## config.mk

```make
export PLATFORM = sky130hd
export DESIGN_NAME = immgen_pipe
export DESIGN_NICKNAME = d
export VERILOG_FILES = /design/src/rtl/immgen_pipe.sv
export SDC_FILE = /design/constraint.sdc
export NUM_CORES = 1
export LEC_CHECK = 0
export ABC_AREA = 0
export CORE_MARGIN = 10
export CORE_UTILIZATION = 25
export CTS_CLUSTER_DIAMETER = 200
export DETAILED_ROUTE_END_ITERATION = 16
export GPL_TIMING_DRIVEN = 0
export PLACE_DENSITY_LB_ADDON = 0.08
export RECOVER_POWER = 25
export SLEW_MARGIN = 5
export SYNTH_ARGS = -nofsm -noshare
export SYNTH_HDL_FRONTEND = slang
export SYNTH_SLANG_ARGS = --single-unit
export TNS_END_PERCENT = 30
```

## constraint.sdc

```tcl
create_clock -name clk -period 1.5 [get_ports clk]
set_input_delay 0.45 -clock clk [delete_from_list [all_inputs] [get_ports clk]]
set_output_delay 0.45 -clock clk [all_outputs]
set_load 0.02 [all_outputs]
```

## src/rtl/immgen_pipe.sv

```systemverilog
// Immediate generator with a two-entry skid buffer on its output.
// The immediate is computed when an item is accepted and the buffer holds the
// finished {imm, illegal, tag} record. in_ready is registered, so upstream
// never sees a combinational path from out_ready.
module immgen_pipe #(
  parameter int XLEN     = 32,
  parameter int AUTO_SEL = 0,
  parameter int TAG_W    = 8
) (
  input  logic             clk,
  input  logic             rst_n,
  input  logic             in_valid,
  output logic             in_ready,
  input  logic [31:0]      in_instr,
  input  logic [2:0]       in_imm_sel,
  input  logic [TAG_W-1:0] in_tag,
  output logic             out_valid,
  input  logic             out_ready,
  output logic [XLEN-1:0]  out_imm,
  output logic             out_illegal,
  output logic [TAG_W-1:0] out_tag
);

  localparam logic [2:0] SEL_I   = 3'd0;
  localparam logic [2:0] SEL_S   = 3'd1;
  localparam logic [2:0] SEL_B   = 3'd2;
  localparam logic [2:0] SEL_U   = 3'd3;
  localparam logic [2:0] SEL_J   = 3'd4;
  localparam logic [2:0] SEL_Z   = 3'd5;
  localparam logic [2:0] SEL_BAD = 3'd7;

  typedef enum logic [1:0] {EMPTY, ONE, TWO} state_t;

  state_t            state_reg, state_next;
  logic              in_ready_reg;
  logic [XLEN-1:0]   out_imm_reg, skid_imm_reg;
  logic              out_illegal_reg, skid_illegal_reg;
  logic [TAG_W-1:0]  out_tag_reg, skid_tag_reg;

  logic [2:0]        fmt;
  logic [31:0]       imm32;
  logic              illegal;
  logic [XLEN-1:0]   imm_ext;
  logic              accept, pop;
  logic              load_out, load_skid, move_skid;

  assign accept = in_valid && in_ready_reg;
  assign pop    = out_valid && out_ready;

  // Pick the immediate format, either from the explicit select or by decoding the opcode.
  always_comb begin
    fmt = in_imm_sel;
    if (AUTO_SEL != 0) begin
      case (in_instr[6:0])
        7'b0010011, 7'b0000011, 7'b1100111: fmt = SEL_I;
        7'b0100011:                         fmt = SEL_S;
        7'b1100011:                         fmt = SEL_B;
        7'b0110111, 7'b0010111:             fmt = SEL_U;
        7'b1101111:                         fmt = SEL_J;
        7'b1110011:                         fmt = in_instr[14] ? SEL_Z : SEL_I;
        default:                            fmt = SEL_BAD;
      endcase
    end
  end

  // Assemble the 32-bit immediate; Z is zero-extended so its bit 31 is always 0.
  always_comb begin
    imm32   = 32'd0;
    illegal = 1'b0;
    case (fmt)
      SEL_I: imm32 = {{20{in_instr[31]}}, in_instr[31:20]};
      SEL_S: imm32 = {{20{in_instr[31]}}, in_instr[31:25], in_instr[11:7]};
      SEL_B: imm32 = {{19{in_instr[31]}}, in_instr[31], in_instr[7],
                      in_instr[30:25], in_instr[11:8], 1'b0};
      SEL_U: imm32 = {in_instr[31:12], 12'd0};
      SEL_J: imm32 = {{11{in_instr[31]}}, in_instr[31], in_instr[19:12],
                      in_instr[20], in_instr[30:21], 1'b0};
      SEL_Z: imm32 = {27'd0, in_instr[19:15]};
      default: illegal = 1'b1;
    endcase
  end

  // Widening replicates bit 31, which is correct for both signed and Z formats.
  assign imm_ext = {{(XLEN-31){imm32[31]}}, imm32[30:0]};

  // Buffer control: decide the next occupancy and which register gets written.
  always_comb begin
    state_next = state_reg;
    load_out   = 1'b0;
    load_skid  = 1'b0;
    move_skid  = 1'b0;
    case (state_reg)
      EMPTY: begin
        if (accept) begin
          state_next = ONE;
          load_out   = 1'b1;
        end
      end
      ONE: begin
        if (accept && !pop) begin
          state_next = TWO;
          load_skid  = 1'b1;
        end else if (pop && !accept) begin
          state_next = EMPTY;
        end else if (accept && pop) begin
          load_out   = 1'b1;
        end
      end
      TWO: begin
        if (pop) begin
          state_next = ONE;
          move_skid  = 1'b1;
        end
      end
      default: state_next = EMPTY;
    endcase
  end

  // Occupancy state and the registered ready flag.
  always_ff @(posedge clk or negedge rst_n) begin
    if (!rst_n) begin
      state_reg    <= EMPTY;
      in_ready_reg <= 1'b0;
    end else begin
      state_reg    <= state_next;
      in_ready_reg <= (state_next != TWO);
    end
  end

  // Output and skid registers holding computed items.
  always_ff @(posedge clk or negedge rst_n) begin
    if (!rst_n) begin
      out_imm_reg      <= '0;
      out_illegal_reg  <= 1'b0;
      out_tag_reg      <= '0;
      skid_imm_reg     <= '0;
      skid_illegal_reg <= 1'b0;
      skid_tag_reg     <= '0;
    end else begin
      if (load_out) begin
        out_imm_reg     <= imm_ext;
        out_illegal_reg <= illegal;
        out_tag_reg     <= in_tag;
      end else if (move_skid) begin
        out_imm_reg     <= skid_imm_reg;
        out_illegal_reg <= skid_illegal_reg;
        out_tag_reg     <= skid_tag_reg;
      end
      if (load_skid) begin
        skid_imm_reg     <= imm_ext;
        skid_illegal_reg <= illegal;
        skid_tag_reg     <= in_tag;
      end
    end
  end

  assign in_ready    = in_ready_reg;
  assign out_valid   = (state_reg != EMPTY);
  assign out_imm     = out_imm_reg;
  assign out_illegal = out_illegal_reg;
  assign out_tag     = out_tag_reg;

endmodule

```

==> results.cfg <==
[timing]
finalCritPeriodShare = 1.11
worst-slew-pin-transition_ps = 610
finalWorstPathRequiredPeriod_ps = 1660
finalHoldViolCount = 0
fin_skew_ps = 7.25
slew_headroom = 0.593
postLayoutSetupSlackWorst_ps = -159
setup_repair_after_global_routing_missed_its_margin = true
achievable_frequency_ghz = 0.603
report.final.slew_viol_count = 0
finalSetupViolations = 42

[synth]
ys_seq_area_frac = 0.537
async_reset_ff_frac = 1.00
synth_top_cell_area_share = 0.537
synthDistinctLibCells = 37
avgSynthCellArea_um2 = 10.9
largest_cells_by_area_after_synthesis = dfrtp_1, a221o_1, nand2_1
synth.yosys.warnings = 0
ys_ff_latch = 85
synthFlopType = dfrtp_1
postSynthCellCount = 362
synth_nets = 409
yosysTopAreaCell = dfrtp_1
syn_area_um2 = 3960
synth-edff-count = 0

[final_layout]
net_total_in_the_final_layout = 524
instances_no_fill = 692
diodes = 0
final_cell_area_um2 = 5750
finish.utilization = 0.374
syn_to_final_growth_pct = 45.4
drive_above_1_share = 0.301
fillCellCount = 1527

[route]
final_routed_drc_violation_total = 0
drt_wl_cell_um = 19.1
detail_route.vias_per_cell = 4.82
routed_wirelength_um = 13200
detail-route-antenna-nets = 0
route.vias.total = 3337
drt_first_iter_violations = 170
detailed_routing_iteration_count_for_the_pre_antenna_repair_pass = 4

[global_route]
via_count_of_the_first_global_routing_pass = 3647
largest_net_degree_at_the_start_of_global_routing = 64
grt_first_pass_wirelength_um = 21100
grt_util_all_layers = 0.125
initial_antenna_violation_count = 0
grt-ovfl-total = 0

[clocking]
cts.hold.buffers_added = 0
clkSlewWorstSetupHoldPaths_ps = 60
htreeDepth = 3
cts_inserted_buffers = 9
clock_sink_count = 85
cts-root-to-sink-buffers = 2
cts_tree = done
root_buffer_cell = clkbuf_16
clk-insertion-delay-late_ps = 340

[power]
worst_ir_drop_vdd_v = 0.000731
p_leak_nw = 2.61
total_power_mw = 10.4
cellPowerDensity_nw_per_um2 = 1800

[critical_path]
timing.rr.end = out_imm[29]
critical_path.reg2reg.startpoint = state_reg[0]
critical_path_class = flop to flop
critical_path.endpoint_type = flop
worst_setup_path_start_kind = flop
arrival_ps = 1880
r2r_slack_ps = -160
critPathMaxFanout = 9
crit_required_ps = 1720
worst_reg2reg_path_depth = 7

[floorplanning]
fp.dieW_um = 146
io_pins = 90
chipHeight_um = 146
placement_rows = 45
start_util = 0.258
core_um2 = 15400
die_area_um2 = 21300

[run_status]
run_status = finished, violations left
failed_checks = setup timing

[place]
dp_hpwl_um = 9260
routabilityCongestion = 0.779
post-place-cells = 654
placement.cell_area_um2 = 5090
io_buffers = 80
dp_worst_setup_slack_ps = -869

[run]
max-cap-violations = 0

[worst_hold_path]
holdCritPathClass = input pin to asynchronous set/reset pin
## worst max path at each step
stage | start | to | slack [ps] | depth (start not counted)
2_1_floorplan | in_imm_sel[0] | out_imm[15] | -40 | 6
3_3_place_gp | rst_n | out_tag[2] | -3390 | 1
3_5_place_dp | out_ready | skid_imm_reg[27] | -870 | 6
4_1_cts | state_reg[0] | out_imm[29] | -190 | 7
5_1_grt | state_reg[0] | out_imm[29] | -220 | 7
6_report | state_reg[0] | out_imm[29] | -160 | 7
## what timing repair did
item                       in CTS  in global routing
setup endpoints to repair     127                102
pin swaps                      21                  5
gates cloned                    4                  0
setup buffers                  17                  3
resized for setup             176                 47
## critical path, cell delays in order, from the launching register on
cell     delay [ps]
dfrtp_1         390
buf_6           130
and3b_1         210
buf_6           150
nor2_4           70
buf_8           150
buf_8           140
a221o_1         290
## placed cells by master (no fill, tap or decap), types with 2 or more instances in the layout
master	n
a211oi_1	3
a21o_1	8
a21oi_1	20
a221o_1	35
a22o_1	14
a31oi_1	14
and2_1	12
and2_4	2
and3b_2	2
and4b_1	4
buf_12	2
buf_2	8
buf_4	18
buf_6	19
buf_8	8
clkbuf_16	11
clkbuf_2	25
clkbuf_4	2
clkdlybuf4s15_1	5
clkdlybuf4s15_2	10
clkdlybuf4s50_1	30
clkinv_2	2
dfrtp_1	84
dlygate4sd2_1	5
mux2_4	7
nand2_1	45
nand2_2	2
nand2b_1	2
nor2_1	23
nor2_2	2
nor2_4	4
nor2b_1	4
nor3b_1	5
nor3b_4	2
nor4_2	3
nor4bb_1	3
o21ai_0	9
o22ai_1	4
## kinds of logic (layout without fill, tap and decap cells)
logic type               Yosys count  in the layout  share of synthesized area
AO/OA/AOI/OAI                    110            110                      0.211
XOR/XNOR                           1              1                    0.00221
adder cells (fa/ha/maj)            1              1                    0.00284
buffers and inverters             32            151                     0.0518
flip-flops                        85             85                      0.537
multiplexers                       9              9                     0.0253
AND/OR/NAND/NOR                  124            124                      0.169
## layer usage
layer | vias up | track usage | part of all wire
li1 | 1574 | - | -
met1 | 1674 | 0.164 | 0.47
met2 | 79 | 0.190 | 0.46
met3 | 10 | 0.0425 | 0.057
met4 | 0 | 0.0369 | 0.013
met5 | - | 0 | 0
## per-stage QoR
step	hold WS (ps)	setup TNS (ps)
after global routing	137	-7020
after detailed placement	382	-58480
after CTS	7.70	-4390
final	104	-3800
after floorplan	154	-415
after global placement	458	-344600
## area by class of cell
type / count / area [µm²] / share of cell area
tap: 211 / 264 / 0.0459
timing repair buffer: 105 / 942 / 0.164
inverter: 1 / 3.75 / 0.000652
clock buffer: 11 / 243 / 0.0422
multi-input combinational: 245 / 1790 / 0.311
buffer: 30 / 337 / 0.0585
sequential: 85 / 2130 / 0.370
clock inverter: 4 / 48.8 / 0.00848
## report_power, final
group | switching [mW] | internal (mW) | total (mW)
registers | 0.610 | 3.33 | 3.94
clock network | 0.910 | 1.32 | 2.23
logic | 2.19 | 2.00 | 4.19
total | 3.71 | 6.66 | 10.4
## cell usage after synthesis, drive strengths merged (4+ instances only)
cell,number
nor3b,7
buf,26
nand2,47
a21oi,20
and2,14
a21o,8
a22o,14
mux2,8
nor2b,5
and4b,4
a31oi,15
nor4bb,4
o21ai,9
nor4,4
dfrtp,85
o22ai,4
a221o,35
nor2,29
clkbuf,5
Power figures use the tool's default switching activity.
